File: config.mk
export PLATFORM = sky130hd
export DESIGN_NAME = input_port_conditioner
export DESIGN_NICKNAME = d
export VERILOG_FILES = /design/src/rtl/input_port_conditioner.sv
export SDC_FILE = /design/constraint.sdc
export NUM_CORES = 1
export LEC_CHECK = 0
export ABC_AREA = 1
export CORE_ASPECT_RATIO = 1.1
export CORE_MARGIN = 10
export CORE_UTILIZATION = 54
export DETAILED_ROUTE_END_ITERATION = 10
export PLACE_DENSITY = 0.75
export SETUP_SLACK_MARGIN = 0.02
export SYNTH_ARGS = -nofsm -noshare
export SYNTH_HDL_FRONTEND = slang
export SYNTH_SLANG_ARGS = --single-unit
File: constraint.sdc
create_clock -name clock -period 1.4 [get_ports clock]
set_input_delay 0.28 -clock clock [delete_from_list [all_inputs] [get_ports clock]]
set_output_delay 0.28 -clock clock [all_outputs]
set_load 0.05 [all_outputs]
File: src/rtl/input_port_conditioner.sv
// Pushbutton front end for the CPU input port: per-bit two-flop synchroniser,
// counter debounce, rising-edge capture into read-clear sticky bits, and a level/sticky mux.
module input_port_conditioner #(
   parameter int WIDTH    = 4,
   parameter int DB_COUNT = 50000,
   parameter int CNT_W    = 16
) (
   input  logic             clock,
   input  logic             reset,
   input  logic [WIDTH-1:0] raw_buttons,
   input  logic             rd_strobe,
   input  logic             mode_sticky,
   output logic [WIDTH-1:0] pins_out,
   output logic [WIDTH-1:0] stable_level,
   output logic             press_pending,
   output logic             event_overflow
);

   localparam logic [CNT_W-1:0] LAST_COUNT = CNT_W'(DB_COUNT - 1);

   logic [WIDTH-1:0]            sync1;
   logic [WIDTH-1:0]            sync2;
   logic [WIDTH-1:0]            sticky;
   logic [WIDTH-1:0]            accept;
   logic [WIDTH-1:0]            stable_next;
   logic [WIDTH-1:0]            rise;
   logic [WIDTH-1:0][CNT_W-1:0] counter;

   // A bit is accepted once its synchronised value has disagreed for the whole window.
   always_comb begin
      accept = '0;
      for (int i = 0; i < WIDTH; i++) begin
         accept[i] = (sync2[i] != stable_level[i]) && (counter[i] == LAST_COUNT);
      end
   end

   assign stable_next = stable_level ^ accept;
   assign rise        = stable_next & ~stable_level;

   always_ff @(posedge clock or negedge reset) begin
      if (!reset) begin
         sync1 <= '0;
         sync2 <= '0;
      end else begin
         sync1 <= raw_buttons;
         sync2 <= sync1;
      end
   end

   always_ff @(posedge clock or negedge reset) begin
      if (!reset) begin
         counter      <= '0;
         stable_level <= '0;
      end else begin
         for (int i = 0; i < WIDTH; i++) begin
            if ((sync2[i] == stable_level[i]) || accept[i]) begin
               counter[i] <= '0;
            end else begin
               counter[i] <= counter[i] + CNT_W'(1);
            end
         end
         stable_level <= stable_next;
      end
   end

   // A new press on the same edge as a read survives the clear.
   always_ff @(posedge clock or negedge reset) begin
      if (!reset) begin
         sticky         <= '0;
         event_overflow <= 1'b0;
      end else begin
         sticky <= rise | (sticky & ~{WIDTH{rd_strobe}});
         if (((rise & sticky) != '0) && !rd_strobe) begin
            event_overflow <= 1'b1;
         end else if (rd_strobe) begin
            event_overflow <= 1'b0;
         end
      end
   end

   assign pins_out      = mode_sticky ? sticky : stable_level;
   assign press_pending = |sticky;

endmodule

==> results.py, run 1 <==
metrics = {
    "timing": {
        "setup_viol": 78,
        "rsz0062_at_grt": "yes",
        "worstMarginPinSlew_ns": 0.5214,
        "finalHoldViolCount": 0,
        "fmax_mhz": 597.5,
        "skew_ns": 0.01023,
        "period_minus_slack_ns": 1.674,
        "fin_setup_tns_ns": -9.413,
        "maxSlewViolCount": 0,
        "whs_ns": 0.3503,
        "period_share_pct": 119.5,
        "maxSlewHeadroom_pct": 65.11,
        "setup_slack_ns": -0.2735,
    },
    "clock_tree": {
        "cts_tree": "yes",
        "insertion_delay_ns": 0.37,
        "clockBufferDepth": 2,
        "clk_pin_slew_ns": 0.09,
        "htreeDepth": 3,
        "root_buffer": "clkbuf_8",
        "cts_num_sinks": 81,
        "numCtsBuffers": 9,
    },
    "placement": {
        "numPortBuffers": 17,
        "hpwl_um": 6256,
        "gp_congestion": 0.8964,
        "post-place-ws_ns": -0.2066,
    },
    "grt": {
        "grt_usage_pct": 19.57,
        "grt_antenna_before_repair": 0,
        "grt_pass1_wl_um": 18210,
        "grt_max_degree": 82,
        "first_global_vias": 3929,
        "grt.overflow.total": 0,
    },
    "route": {
        "remaining_drc_errors": 0,
        "wl_per_cell_um": 21.70,
        "drt-pass1-iter-count": 5,
        "routed_wl_um": 15540,
        "drtIter0Drc": 561,
        "vias": 4533,
        "postRouteAntennaNets": 0,
        "viasPerCell": 6.331,
    },
    "synth": {
        "syn_inst": 494,
        "avgSynthCellArea_um2": 8.163,
        "synth_seq_cells": 81,
        "ys_types": 28,
        "syn_area_um2": 4033,
        "ys_seq_area_share_pct": 50.26,
        "synth_edf_count": 0,
        "synthesis.nets": 506,
        "yosys_warnings": 0,
        "ys.flop_type": "dfrtp_1",
        "postSynth.asyncResetShare_pct": 100.0,
    },
    "critical_path": {
        "cp_num_buf_inv": 1,
        "r2r_start": "counter[6]",
        "critPathMaxFanout": 4,
        "cp-startpoint": "counter[6]",
        "cp_top_family": "simple AND/OR/NAND/NOR gates",
        "path_class": "register to register",
        "startpoint_type": "register",
        "worstPathCellList": "buf_4, nand4_1, nor4_1, nand2_1, xor2_1, nor2_1",
        "crit_required_ns": 1.68,
        "end_kind": "register",
        "cp_slowest_cell": "dfrtp_1",
        "arrival_ns": 1.96,
        "rrSetupSlack_ns": -0.27,
        "cpPeakStageDelay_ns": 0.49,
    },
    "worst_hold_path": {
        "hold_class": "input pin to register",
        "hold_start": "raw_buttons[1]",
    },
    "finish": {
        "finalCoreUtilization_pct": 87.43,
        "areaGrowthSynthToFinish_pct": 54.51,
        "final_layout_size_suffix_gt1_share_pct": 47.07,
        "antenna_cells": 0,
        "layout.nets": 639,
    },
    "power_and_ir_drop": {
        "ir_drop_v": 0.0007243,
        "cellPowerDensity_nw_per_um2": 760.6,
        "cellLeakagePower_nw": 2.803,
    },
    "floorplanning": {
        "dieArea_um2": 11330,
        "die_h_um": 110.6,
        "std_cell_rows": 32,
        "initial_utilization_pct": 56.58,
        "coreArea_um2": 7127,
        "io_pins": 18,
        "fp.dieW_um": 102.4,
    },
    "outcome": {
        "status": "finished with violations",
        "violations": "setup timing",
    },
    "flow_run": {
        "maxCapViolCount": 0,
    },
}
## cell families after synthesis
kind of cell	count (synthesis)	share of synthesized area, %
flip-flops	81	50.26
AND/OR/NAND/NOR	262	30.97
adder cells (fa/ha/maj)	4	1.241
AO/OA/AOI/OAI	58	7.633
buffers and inverters	79	7.726
XOR/XNOR	10	2.172
## per-layer routing
layer	routed length [um]	share of wire (%)	track usage, %
met1	5575	36	24.62
met2	7552	49	31.91
met3	1425	9.2	3.300
met4	984	6.3	8.614
met5	0	0	0
## worst paths after layout
path,end,depth (start not counted)
worst max-delay path,counter[12],6
worst min-delay path,sync1[1],1
worst max register to register,counter[12],6
worst min register to register,sync2[1],0
max in group asynchronous,stable_level[0],3
min in group asynchronous,counter[52],3
## state kept, by name, summed over array words and instances (netlist names)
name,cells
counter,64
stable_level,4
sticky,4
sync1,4
sync2,4
event_overflow,1
## synthesized netlist by cell type, types with 4 or more instances
cell     instances  area share (%)
o21ai_0         26             3.2
dfrtp_1         81              50
nand2_2          5            0.78
nor3b_1         10             1.9
xor2_1           8             1.7
nor3_1          28             3.5
nand4_1         17             2.6
nor2_2           8             1.2
nand3_1         20             2.5
ha_1             4             1.2
nor2_1          75             7.0
a21oi_1         26             3.2
nand2_1         82             7.6
inv_1           74             6.9
nor4_1           6            0.93
## report_power, final
part | switching, mW | internal (mW) | total, mW
clock network | 0.927 | 1.04 | 1.97
registers | 0.0451 | 2.38 | 2.42
logic | 0.204 | 0.146 | 0.350
## area by class of cell
type	instances	area (um^2)
timing repair buffer	123	1150
tap	85	106.4
sequential	81	2034
clock buffer	10	137.6
timing repair inverter	1	7.507
fill	291	895.9
inverter	76	297.8
clock inverter	5	80.08
multi-input combinational	335	2417
## stage by stage
stage          instance area, um^2  cells  power [mW]
2_1_floorplan                 4118    494       2.533
3_3_place_gp                  4891    648       2.667
3_5_place_dp                  4891    648       2.677
4_1_cts                       5604    689       4.602
5_1_grt                       6231    716       4.827
6_report                      6231    716       4.740
## layout by cell type, fill, tap and decap left out, drive strengths merged, types with 2 or more instances in the layout
cell type	synthesis	final
buf	3	116
nand2	87	87
nor2	86	86
dfrtp	81	81
inv	76	76
nor3	31	31
o21ai	28	29
a21oi	26	26
nand3	23	23
nand4	17	17
nor3b	11	11
clkbuf	0	10
xor2	8	8
nor4	6	6
clkdlybuf4s50	0	5
ha	4	4
clkinvlp	0	3
o21bai	3	3
xnor2	2	2
bufinv	0	2
## repair_timing
action / CTS / global route
endpoints found under the setup margin: 77 / 78
endpoints found under the hold margin: 81 / 0
hold buffers: 1 / 0
cloned: 2 / 0
buffers inserted: 24 / 29
resized for setup: 95 / 113
pin swaps: 39 / 42
(Power assumes the default switching activity.)
==> inputs of run 2 (changes only) <==
Settings changed: SKIP_LAST_GASP set to 1.
==> results.py, run 2 (same netlist as run 1, synthesis figures left out) <==
metrics = {
    "critical_path": {
        "end_kind": "register",
        "arrival_ns": 1.96,
        "cp_top_family": "simple AND/OR/NAND/NOR gates",
        "worstPathCellList": "buf_4, nand4_1, nor4_1, nand2_1, xor2_1, nor2_1",
        "critPathMaxFanout": 4,
        "path_class": "register to register",
        "rrSetupSlack_ns": -0.31,
        "cp.depth": 6,
        "cp_slowest_cell": "dfrtp_1",
        "startpoint_type": "register",
        "cp_num_buf_inv": 1,
        "cpPeakStageDelay_ns": 0.50,
        "crit_required_ns": 1.64,
        "r2r_cells": 6,
    },
    "timing": {
        "setup_slack_ns": -0.3145,
        "period_share_pct": 122.5,
        "rsz0062_at_grt": "yes",
        "skew_ns": 0.009522,
        "worstMarginPinSlew_ns": 0.5416,
        "finalHoldViolCount": 0,
        "maxSlewHeadroom_pct": 63.76,
        "maxSlewViolCount": 0,
        "period_minus_slack_ns": 1.714,
        "whs_ns": 0.3584,
        "fmax_mhz": 583.3,
        "setup_viol": 76,
    },
    "floorplanning": {
        "dieArea_um2": 11330,
        "coreArea_um2": 7127,
        "initial_utilization_pct": 56.58,
        "die_h_um": 110.6,
        "std_cell_rows": 32,
        "io_pins": 18,
        "fp.dieW_um": 102.4,
    },
    "route": {
        "remaining_drc_errors": 0,
        "routed_wl_um": 15230,
        "postRouteAntennaNets": 0,
        "drt-pass1-iter-count": 7,
        "vias": 4533,
        "drtIter0Drc": 517,
        "wl_per_cell_um": 21.33,
        "viasPerCell": 6.349,
    },
    "finish": {
        "top_register": "counter",
        "largest_reg_flops": 64,
        "antenna_cells": 0,
        "finalCoreUtilization_pct": 87.54,
        "final_layout_size_suffix_gt1_share_pct": 46.74,
        "layout.cells.non_filler": 714,
        "areaGrowthSynthToFinish_pct": 54.70,
        "fillers": 283,
        "mostFrequentLayoutCell": "buf_4",
        "final_cell_mix": "buf_4 (83), dfrtp_1 (76), nand2_1 (59), inv_1 (53), nor2_1 (52)",
        "layout.nets": 637,
    },
    "clock_tree": {
        "root_buffer": "clkbuf_8",
        "htreeDepth": 3,
        "cts_tree": "yes",
        "insertion_delay_ns": 0.37,
        "clk_pin_slew_ns": 0.09,
        "cts_num_sinks": 81,
        "clockBufferDepth": 2,
        "numCtsBuffers": 9,
    },
    "grt": {
        "grt.overflow.total": 0,
        "first_global_vias": 3919,
        "grt_pass1_wl_um": 18150,
        "grt_antenna_before_repair": 0,
        "grt_usage_pct": 19.49,
        "grt_max_degree": 82,
    },
    "outcome": {
        "status": "finished with violations",
        "violations": "setup timing",
    },
    "placement": {
        "gp_congestion": 0.8964,
        "numPortBuffers": 17,
        "dp_cells": 648,
        "hpwl_um": 6256,
    },
    "power_and_ir_drop": {
        "p_switching_mw": 1.174,
        "comb_power_share_pct": 7.5,
        "ir_drop_v": 0.0007421,
        "cellPowerDensity_nw_per_um2": 760.2,
        "p_clk_share_pct": 41.4,
        "power.internal_mw": 3.569,
        "seq_power_share_pct": 51.1,
        "cellLeakagePower_nw": 2.796,
        "swShare_pct": 24.75,
    },
    "worst_hold_path": {
        "hold_class": "input pin to register",
        "hold_depth": 1,
    },
    "flow_run": {
        "maxCapViolCount": 0,
    },
}
## run 2: path summary, 6_finish.rpt
check | startpoint | to
max in group asynchronous | reset | stable_level[2]
setup / recovery | counter[6] | counter[12]
hold reg to reg | sync1[1] | sync2[1]
hold / removal | raw_buttons[3] | sync1[3]
setup reg to reg | counter[6] | counter[12]
min in group asynchronous | reset | counter[52]
## run 2: layout make-up
type	count	area (um^2)	share of cell area, %
Clock buffer	10	137.6	2.206
Clock inverter	5	80.08	1.284
Sequential cell	81	2033	32.59
Inverter	76	297.8	4.773
Timing Repair Buffer	121	1142	18.31
Tap cell	85	106.4	1.705
Multi-Input combinational cell	335	2434	39.01
Timing Repair inverter	1	7.507	0.1203
## run 2: power groups by stage
stage	sequential [mW]	combinational (mW)	clock, mW
6_report	2.42	0.355	1.96
4_1_cts	2.41	0.276	1.91
2_1_floorplan	2.45	0.0872	0
3_3_place_gp	2.45	0.220	0
5_1_grt	2.43	0.380	2.03
3_5_place_dp	2.45	0.227	0
## run 2: stage by stage
stage                     power (mW)  area (um^2)  setup TNS [ns]  setup WS, ns
final                          4.743         6238          -8.776       -0.3145
after global routing           4.835         6238          -13.52       -0.3510
after CTS                      4.601         5597          -2.597       -0.1365
after detailed placement       2.677         4891          -5.503       -0.2066
after global placement         2.667         4891          -2.370       -0.2013
after floorplan                2.533         4118        -0.01359      -0.01359
## run 2: worst reg2reg max path: stages, from the launching register on
cell and delay (ns):
dfrtp_1 0.50, buf_4 0.20, nand4_1 0.11, nor4_1 0.38
nand2_1 0.13, xor2_1 0.19, nor2_1 0.08
## run 2: layer usage
metal	vias up	routed length [um]	GRT usage [%]	part of all wire, %
li1	1866	-	-	-
met5	-	0	0	0
met4	0	1036	8.614	6.8
met1	2147	5421	24.58	36
met3	123	1568	3.300	10
met2	397	7206	31.70	47
## run 2: repair_timing
item / 4_1_cts / 5_1_grt
hold buffers: 1 / 0
hold endpoints to repair: 81 / 0
pin swaps: 37 / 44
cloned: 2 / 0
resized for setup: 92 / 117
buffers inserted: 24 / 28
setup endpoints to repair: 77 / 78
==> inputs of run 3 (changes only) <==
Settings changed: SKIP_CTS_REPAIR_TIMING set to 1.
==> results.py, run 3 (same netlist as run 1, synthesis figures left out) <==
metrics = {
    "outcome": {
        "status": "finished with violations",
        "violations": "setup timing",
    },
    "placement": {
        "numPortBuffers": 17,
        "post-place-ws_ns": -0.2066,
        "gp_congestion": 0.8964,
        "dp_cells": 648,
        "hpwl_um": 6256,
    },
    "route": {
        "viasPerCell": 5.826,
        "drt-pass1-iter-count": 7,
        "routed_wl_um": 12330,
        "vias": 4061,
        "postRouteAntennaNets": 0,
        "drtIter0Drc": 281,
        "remaining_drc_errors": 0,
        "wl_per_cell_um": 17.68,
    },
    "timing": {
        "setup_slack_ns": -0.3017,
        "setup_viol": 74,
        "rsz0062_at_grt": "yes",
        "maxSlewHeadroom_pct": 68.27,
        "period_share_pct": 121.6,
        "maxSlewViolCount": 0,
        "worstMarginPinSlew_ns": 0.4742,
        "fmax_mhz": 587.6,
        "skew_ns": 0.01168,
        "finalHoldViolCount": 0,
        "period_minus_slack_ns": 1.702,
    },
    "critical_path": {
        "critPathMaxFanout": 3,
        "end_kind": "register",
        "cp-startpoint": "counter[1]",
        "r2r_start": "counter[1]",
        "path_class": "register to register",
        "arrival_ns": 1.93,
        "startpoint_type": "register",
        "r2r_cells": 9,
        "crit_required_ns": 1.63,
    },
    "floorplanning": {
        "coreArea_um2": 7127,
        "std_cell_rows": 32,
        "io_pins": 18,
        "dieArea_um2": 11330,
        "initial_utilization_pct": 56.58,
        "die_h_um": 110.6,
        "fp.dieW_um": 102.4,
    },
    "grt": {
        "first_global_vias": 3419,
        "grt_pass1_wl_um": 15170,
        "grt_max_degree": 82,
        "grt_usage_pct": 16.08,
        "grt_antenna_before_repair": 0,
        "grt.overflow.total": 0,
    },
    "finish": {
        "fillers": 359,
        "top_register": "counter",
        "areaGrowthSynthToFinish_pct": 47.69,
        "layout.cells.non_filler": 697,
        "multi_input_area_um2": 2315,
        "layout.nets": 620,
        "mostFrequentLayoutCell": "buf_4",
        "regArea_um2": 2034,
        "largest_reg_flops": 64,
        "antenna_cells": 0,
        "final_layout_size_suffix_gt1_share_pct": 42.32,
        "final_cell_mix": "buf_4 (76), dfrtp_1 (75), nand2_1 (64), inv_1 (62), nor2_1 (51)",
    },
    "flow_run": {
        "maxCapViolCount": 0,
    },
    "clock_tree": {
        "cts_num_sinks": 81,
        "htreeDepth": 3,
        "cts_tree": "yes",
        "numCtsBuffers": 9,
        "clockBufferDepth": 2,
        "clk_pin_slew_ns": 0.09,
        "root_buffer": "clkbuf_8",
        "insertion_delay_ns": 0.36,
    },
    "power_and_ir_drop": {
        "cellPowerDensity_nw_per_um2": 788.8,
        "cellLeakagePower_nw": 2.694,
        "ir_drop_v": 0.0007879,
    },
    "worst_hold_path": {
        "hold_class": "input pin to register",
        "hold_depth": 1,
        "hold_start": "raw_buttons[0]",
    },
}
run 3: cell count changes in the layout (fill, tap and decap cells not counted), moves of 3 or more:
cell     before  now
nor2_4       24   21
nor3_2       16    8
inv_2        19   12
o21ai_1      10    3
nor2_2       10   14
nand2_1      59   64
buf_4        83   76
buf_6        19    8
nand2_2      20   17
nor3_1       11   19
o21ai_2       8   14
inv_1        53   62
run 3: metal layers:
metal	global-route usage (%)	routed length, um	vias up
met4	5.805	459	0
met1	21.73	4758	1960
li1	-	-	1834
met2	24.87	6205	210
met5	0	0	-
met3	3.113	902	57
run 3: worst max-delay path, stage by stage (launching register included):
cell	delay (ns)
dfrtp_1	0.38
ha_2	0.20
nand2_2	0.08
nor2_4	0.14
inv_2	0.07
nor2_4	0.14
nand2_4	0.09
nor3_4	0.18
xor2_1	0.21
nor2_1	0.07
run 3: cell type report:
class / instances / share of cell area, %
clock buffers: 10 / 2.311
clock inverters: 5 / 1.345
inverters: 76 / 4.916
multi-input cells: 335 / 38.87
flip-flops and latches: 81 / 34.16
well taps: 85 / 1.786
repair buffers: 104 / 16.51
repair inverters: 1 / 0.1050
run 3: path summary, 6_finish.rpt:
kind	endpoint	slack, ns
min in group asynchronous	sync1[1]	0.47
max reg2reg	counter[14]	-0.30
min	sync1[0]	0.35
max in group asynchronous	counter[34]	0.54
min reg2reg	sync2[1]	0.36
max	counter[14]	-0.30
run 3: power breakdown:
| part | leakage (nW) | total [mW] | internal (mW) | switching (mW) |
|---|---|---|---|---|
| registers | 1.09 | 2.42 | 2.38 | 0.0392 |
| clock network | 0.104 | 1.94 | 1.04 | 0.895 |
| logic | 1.50 | 0.346 | 0.151 | 0.196 |
run 3: per-stage QoR:
stage	power (mW)	TNS, ns	area [um^2]	util (%)	hold slack, ns
3_5_place_dp	2.677	-5.503	4891	68.63	0.3379
3_3_place_gp	2.667	-2.370	4891	68.63	0.3338
6_report	4.698	-10.00	5956	83.57	0.3498
5_1_grt	4.822	-15.30	5956	83.57	0.3530
2_1_floorplan	2.533	-0.01359	4118	-	-0.01559
4_1_cts	4.546	-6.891	5109	71.68	-0.04138
==> RTL change 1: new RTL, settings of run 2 <==
The parameter `WIDTH` goes from 4 to 5.
--- a/src/rtl/input_port_conditioner.sv
+++ b/src/rtl/input_port_conditioner.sv
@@ -1,7 +1,7 @@
 // Pushbutton front end for the CPU input port: per-bit two-flop synchroniser,
 // counter debounce, rising-edge capture into read-clear sticky bits, and a level/sticky mux.
 module input_port_conditioner #(
-   parameter int WIDTH    = 4,
+   parameter int WIDTH    = 5,
    parameter int DB_COUNT = 50000,
    parameter int CNT_W    = 16
 ) (
Ports: changed (resized pins_out, raw_buttons and stable_level); port bits go from 18 to 21. The function was not compared with the original's and may differ.
==> RTL change 1 against run 2 <==
Global-route usage rose by 2.2 points; synthesized cell count rose by 24%; setup slack got worse by 0.16 ns; synthesized area rose by 26%; non-clock buffer count rose by 39; core utilization fell by 0.26 points; sequential cell count rose by 20; cell count rose by 27%; wire length rose by 33%; total power rose by 17%; highest routed layer unchanged; sequential power rose by 25%; the flow still finishes with violations (setup timing); count of clock-buffer cells in the layout did not move; design area rose by 30%.
==> RTL change 1: results (changes against run 2) <==
Yosys
  • Commonest cells in the netlist: nand2_1, dfrtp_1, nor2_1, inv_1, a21oi_1
  • Synth area leaders: dfrtp_1, nand2_1, nor2_1, inv_1, a21oi_1
  • Register area share after synthesis: 49.6% (-0.68 points)
  • Number of synthesis warnings: 0 (unchanged)
  • Post-synthesis cell type count: 39 (+39%)
  • Synth Net Count: 629 (+24%)
  • Post-synth top flop: dfrtp_1
  • Post-synth ARST share: 100% (unchanged)
  • Syn Area/Cell: 8.29 um2 (+1.5%)
  • Share of the synthesized area in the top cell type: 49.6% (-0.68 points)

GRT
  • Pin count of the biggest net entering global routing: 33 (-60%)
  • Met1 GRT Util: 23.5% (-1.1 points)
  • GR Util met3: 4.57% (+1.3 points)
  • Vias in the first global route: 5,272 (+35%)
  • First-pass GRT wire length: 24,500 um (+35%)
  • Initial antenna violation count: 0 (unchanged)
  • All-layer global routing usage: 21.7% (+2.2 points)
  • Routing usage on met2: 39.4% (+7.7 points)

Routing
  • Routed WL: 20,200 um (+33%)
  • Met2 wire length: 10,200 um (+41%)
  • Vias: 5,595 (+23%)
  • Initial detailed-routing violation count: 632 (+22%)
  • Vias/cell: 6.18 (-2.6%)
  • Top layer reached by signal wires: met4
  • Initial DRT Pass Iterations: 6 (-1)
  • WL met1: 7050 um (+30%)
  • Routed length on met3: 1580 um (+1.0%)

Worst setup path
  • R2R Path Start: counter[22]$_DFF_PN0_
  • Largest fanout on the critical path: 6 (+2)
  • WP data arrival: 2.21 ns (+0.25 ns)

Place
  • RD Place Congestion: 0.919 (+2.6%)
  • IO buf count: 20 (+3)
  • Pre-CTS setup slack: -0.186 ns (+0.0207 ns)
  • DPL Wire Length: 8570 um (+37%)
  • DP Area: 6320 um2 (+29%)
  • Placed cell count: 827 (+28%)

Status
  • Status: finished, violations left
  • Failing checks: setup timing

STA
  • Measured slew at the worst slew-check pin: 0.500 ns (-0.0419 ns)
  • Final setup viols: 97 (+28%)
  • Worst setup margin: -0.477 ns (-0.163 ns)
  • Setup TNS: -20.45 ns (-11.67 ns)
  • Clock skew: 0.0220 ns (+0.0124 ns)

Final layout
  • Largest Register: counter
  • Layout cell share with drive strength beyond 1: 50.1% (+3.4 points)
  • Antenna diodes: 0 (unchanged)
  • Number of flip-flops in the largest register: 80 (+25%)
  • Nets: 797 (+25%)

Clocking
  • Clk_lat worst skew: 0.40 ns (+0.03 ns)
  • Clk buf depth: 2 (unchanged)
  • Hold buffers post-CTS: 1 (unchanged)
  • Setup bufs post-CTS: 38 (+58%)
  • Post_cts resized: 172 (+87%)
  • Total CTS buffers: 9 (unchanged)
  • Clock transition at the registers of the reported paths: 0.11 ns (+0.02 ns)

Worst hold path
  • Hold/Removal Path Class: primary input to flip-flop
  • Hold Crit Start: raw_buttons[4]

Pwr
  • Pleak: 3.70 nW (+32%)
  • Max IR drop VDD: 0.613 mV (-17%)
RTL change 1: worst paths after layout:
check | slack (ns) | cells after the start | to
worst min-delay path | 0.30 | 1 | sync1[4]$_DFF_PN0_
min in group asynchronous | 0.36 | 2 | counter[0]$_DFF_PN0_
max in group asynchronous | 0.48 | 3 | counter[41]$_DFF_PN0_
worst max register to register | -0.48 | 8 | counter[30]$_DFF_PN0_
worst max-delay path | -0.48 | 8 | counter[30]$_DFF_PN0_
worst min register to register | 0.36 | 0 | sync2[0]$_DFF_PN0_
RTL change 1: critical path: stages (launching register included):
cell     delay, ns
dfrtp_2       0.46
nand2_1       0.12
nor3_1        0.40
nand2_2       0.19
inv_2         0.12
nand2_2       0.08
nor2_4        0.16
nand3_1       0.11
a21oi_2       0.17
RTL change 1: cell families after synthesis:
group / count (synthesis) / share of synthesized area, %
buffers and inverters: 98 / 7.58
adders and majority gates: 5 / 1.23
xor gates and xnor gates: 14 / 2.41
DFF: 101 / 49.6
and+or+nand+nor: 326 / 30.6
AOI/OAI and AO/OA: 71 / 8.62
RTL change 1: power breakdown:
group | internal, mW | total, mW | switching (mW) | leakage (nW)
Clock | 0.873 | 1.98 | 1.11 | 0.106
Sequential | 2.96 | 3.02 | 0.0606 | 1.36
Combinational | 0.235 | 0.525 | 0.290 | 2.23
Total | 4.07 | 5.53 | 1.46 | 3.70
RTL change 1: cell type report:
type | instances | area, um2
Fill cell | 402 | 1180
Inverter | 93 | 359
Sequential cell | 101 | 2540
Clock buffer | 10 | 138
Tap cell | 117 | 146
Timing Repair Buffer | 160 | 1640
Multi-Input combinational cell | 418 | 3240
Clock inverter | 6 | 62.6
==> RTL change 2: new RTL, config.mk and constraints of run 2 <==
Without the edit above. Reset style: synchronous (`reset`), changed in 3 clocked blocks.
--- a/src/rtl/input_port_conditioner.sv
+++ b/src/rtl/input_port_conditioner.sv
@@ -37,7 +37,7 @@
    assign stable_next = stable_level ^ accept;
    assign rise        = stable_next & ~stable_level;
 
-   always_ff @(posedge clock or negedge reset) begin
+   always_ff @(posedge clock) begin
       if (!reset) begin
          sync1 <= '0;
          sync2 <= '0;
@@ -47,7 +47,7 @@
       end
    end
 
-   always_ff @(posedge clock or negedge reset) begin
+   always_ff @(posedge clock) begin
       if (!reset) begin
          counter      <= '0;
          stable_level <= '0;
@@ -64,7 +64,7 @@
    end
 
    // A new press on the same edge as a read survives the clear.
-   always_ff @(posedge clock or negedge reset) begin
+   always_ff @(posedge clock) begin
       if (!reset) begin
          sticky         <= '0;
          event_overflow <= 1'b0;
Behaviour: same outputs for any inputs over 10 cycles, from zero or initial values and one cycle with reset low; that may be too few to reach the edited logic, so the function may still have changed.
==> RTL change 2 against run 2 <==
The flow still finishes with violations (setup timing); global-route usage down 2.7 points; fmax increased by 17%; sequential cell count unchanged; setup slack gained 0.25 ns; synthesized area is 0.65% lower; hold slack improved by 0.052 ns; wire length fell by 33%; design area is 12% lower; critical endpoint is now counter[50]$_SDFF_PP0_; largest cell class unchanged.
Power is not compared: it rests on default switching activity, and its combinational part moved more than twofold at a synthesized area within 25%.
==> RTL change 2: results (changes against run 2) <==
STA
  • Worst setup margin: -0.0636 ns (+0.251 ns)
  • Clock skew: 0.0113 ns (+0.00181 ns)
  • Setup TNS: -0.131 ns (+8.64 ns)
  • Final setup viols: 3 (-96%)

Final layout
  • Design area: 5510 um2 (-12%)
  • Layout non-clock buf frac: 13.2% (-5.2 points)
  • Post-route insts no fill: 686 (-3.9%)
  • Comb_multi_in: 360 (+7.5%)
  • Clock-cell share of area: 3.84% (+0.35 points)
  • Inverter count: 69 (-10%)
  • Multi-input combinational cell area: 2510 um2 (+3.0%)
  • Layout cell share with drive strength beyond 1: 42.6% (-4.1 points)
  • Number of fill cells in the layout: 455 (+61%)
  • Number of clock buffers in the layout: 11 (+1)

Place
  • DP Area: 4690 um2 (-4.0%)
  • Placed cell count: 641 (-1.1%)
  • RD Place Congestion: 0.852 (-5.0%)

Worst setup path
  • CP startpoint: sync2[3]$_SDFF_PN0_
  • WP data arrival: 1.73 ns (-0.23 ns)
  • R2r endpoint: counter[50]$_SDFF_PP0_
  • Largest fanout on the critical path: 8 (+4)

Yosys
  • Commonest cells in the netlist: nand2_1, dfxtp_1, nor2_1, inv_1, nand3_1
  • Post-synth top flop: dfxtp_1
  • Post-Synth XOR/XNOR Area: 4.81% (+2.6 points)
  • Synth Area in Compound Gates: 5.62% (-2.0 points)
  • Synth area leaders: dfxtp_1, nand2_1, nor2_1, inv_1, xor2_1

Status
  • Status: finished, violations left
  • Failing checks: setup timing

Routing
  • Initial DRT Pass Iterations: 5 (-2)
  • Vias/cell: 5.37 (-15%)
  • Initial detailed-routing violation count: 196 (-62%)

Clocking
  • Clk_lat worst skew: 0.35 ns (-0.02 ns)

GRT
  • All-layer global routing usage: 16.8% (-2.7 points)
## RTL change 2: power by group
| part | internal (mW) | leakage, nW | switching, mW |
|---|---|---|---|
| Clock | 1.00 | 0.0995 | 0.868 |
| Combinational | 0.0590 | 1.32 | 0.0803 |
| Sequential | 2.30 | 0.674 | 0.0132 |
| Total | 3.36 | 2.10 | 0.962 |
## RTL change 2: repair_timing
item / 4_1_cts / 5_1_grt
gates resized for setup: 29 / 86
buffers inserted: 11 / 14
pin swaps: 10 / 25
cloned: 3 / 1
endpoints found under the setup margin: 56 / 72
## RTL change 2: metal layers
layer / vias up / GRT usage, % / wire length, um
met5: - / 0 / 0
met4: 0 / 6.65 / 272
met3: 30 / 3.36 / 492
met2: 101 / 29.5 / 5270
met1: 1735 / 19.8 / 4190
li1: 1818 / - / -
## RTL change 2: worst max-delay path, stage by stage (launching register included)
cell and delay [ns]:
dfxtp_1 0.43, xor2_1 0.46, nand3_4 0.24, nor3b_2 0.24
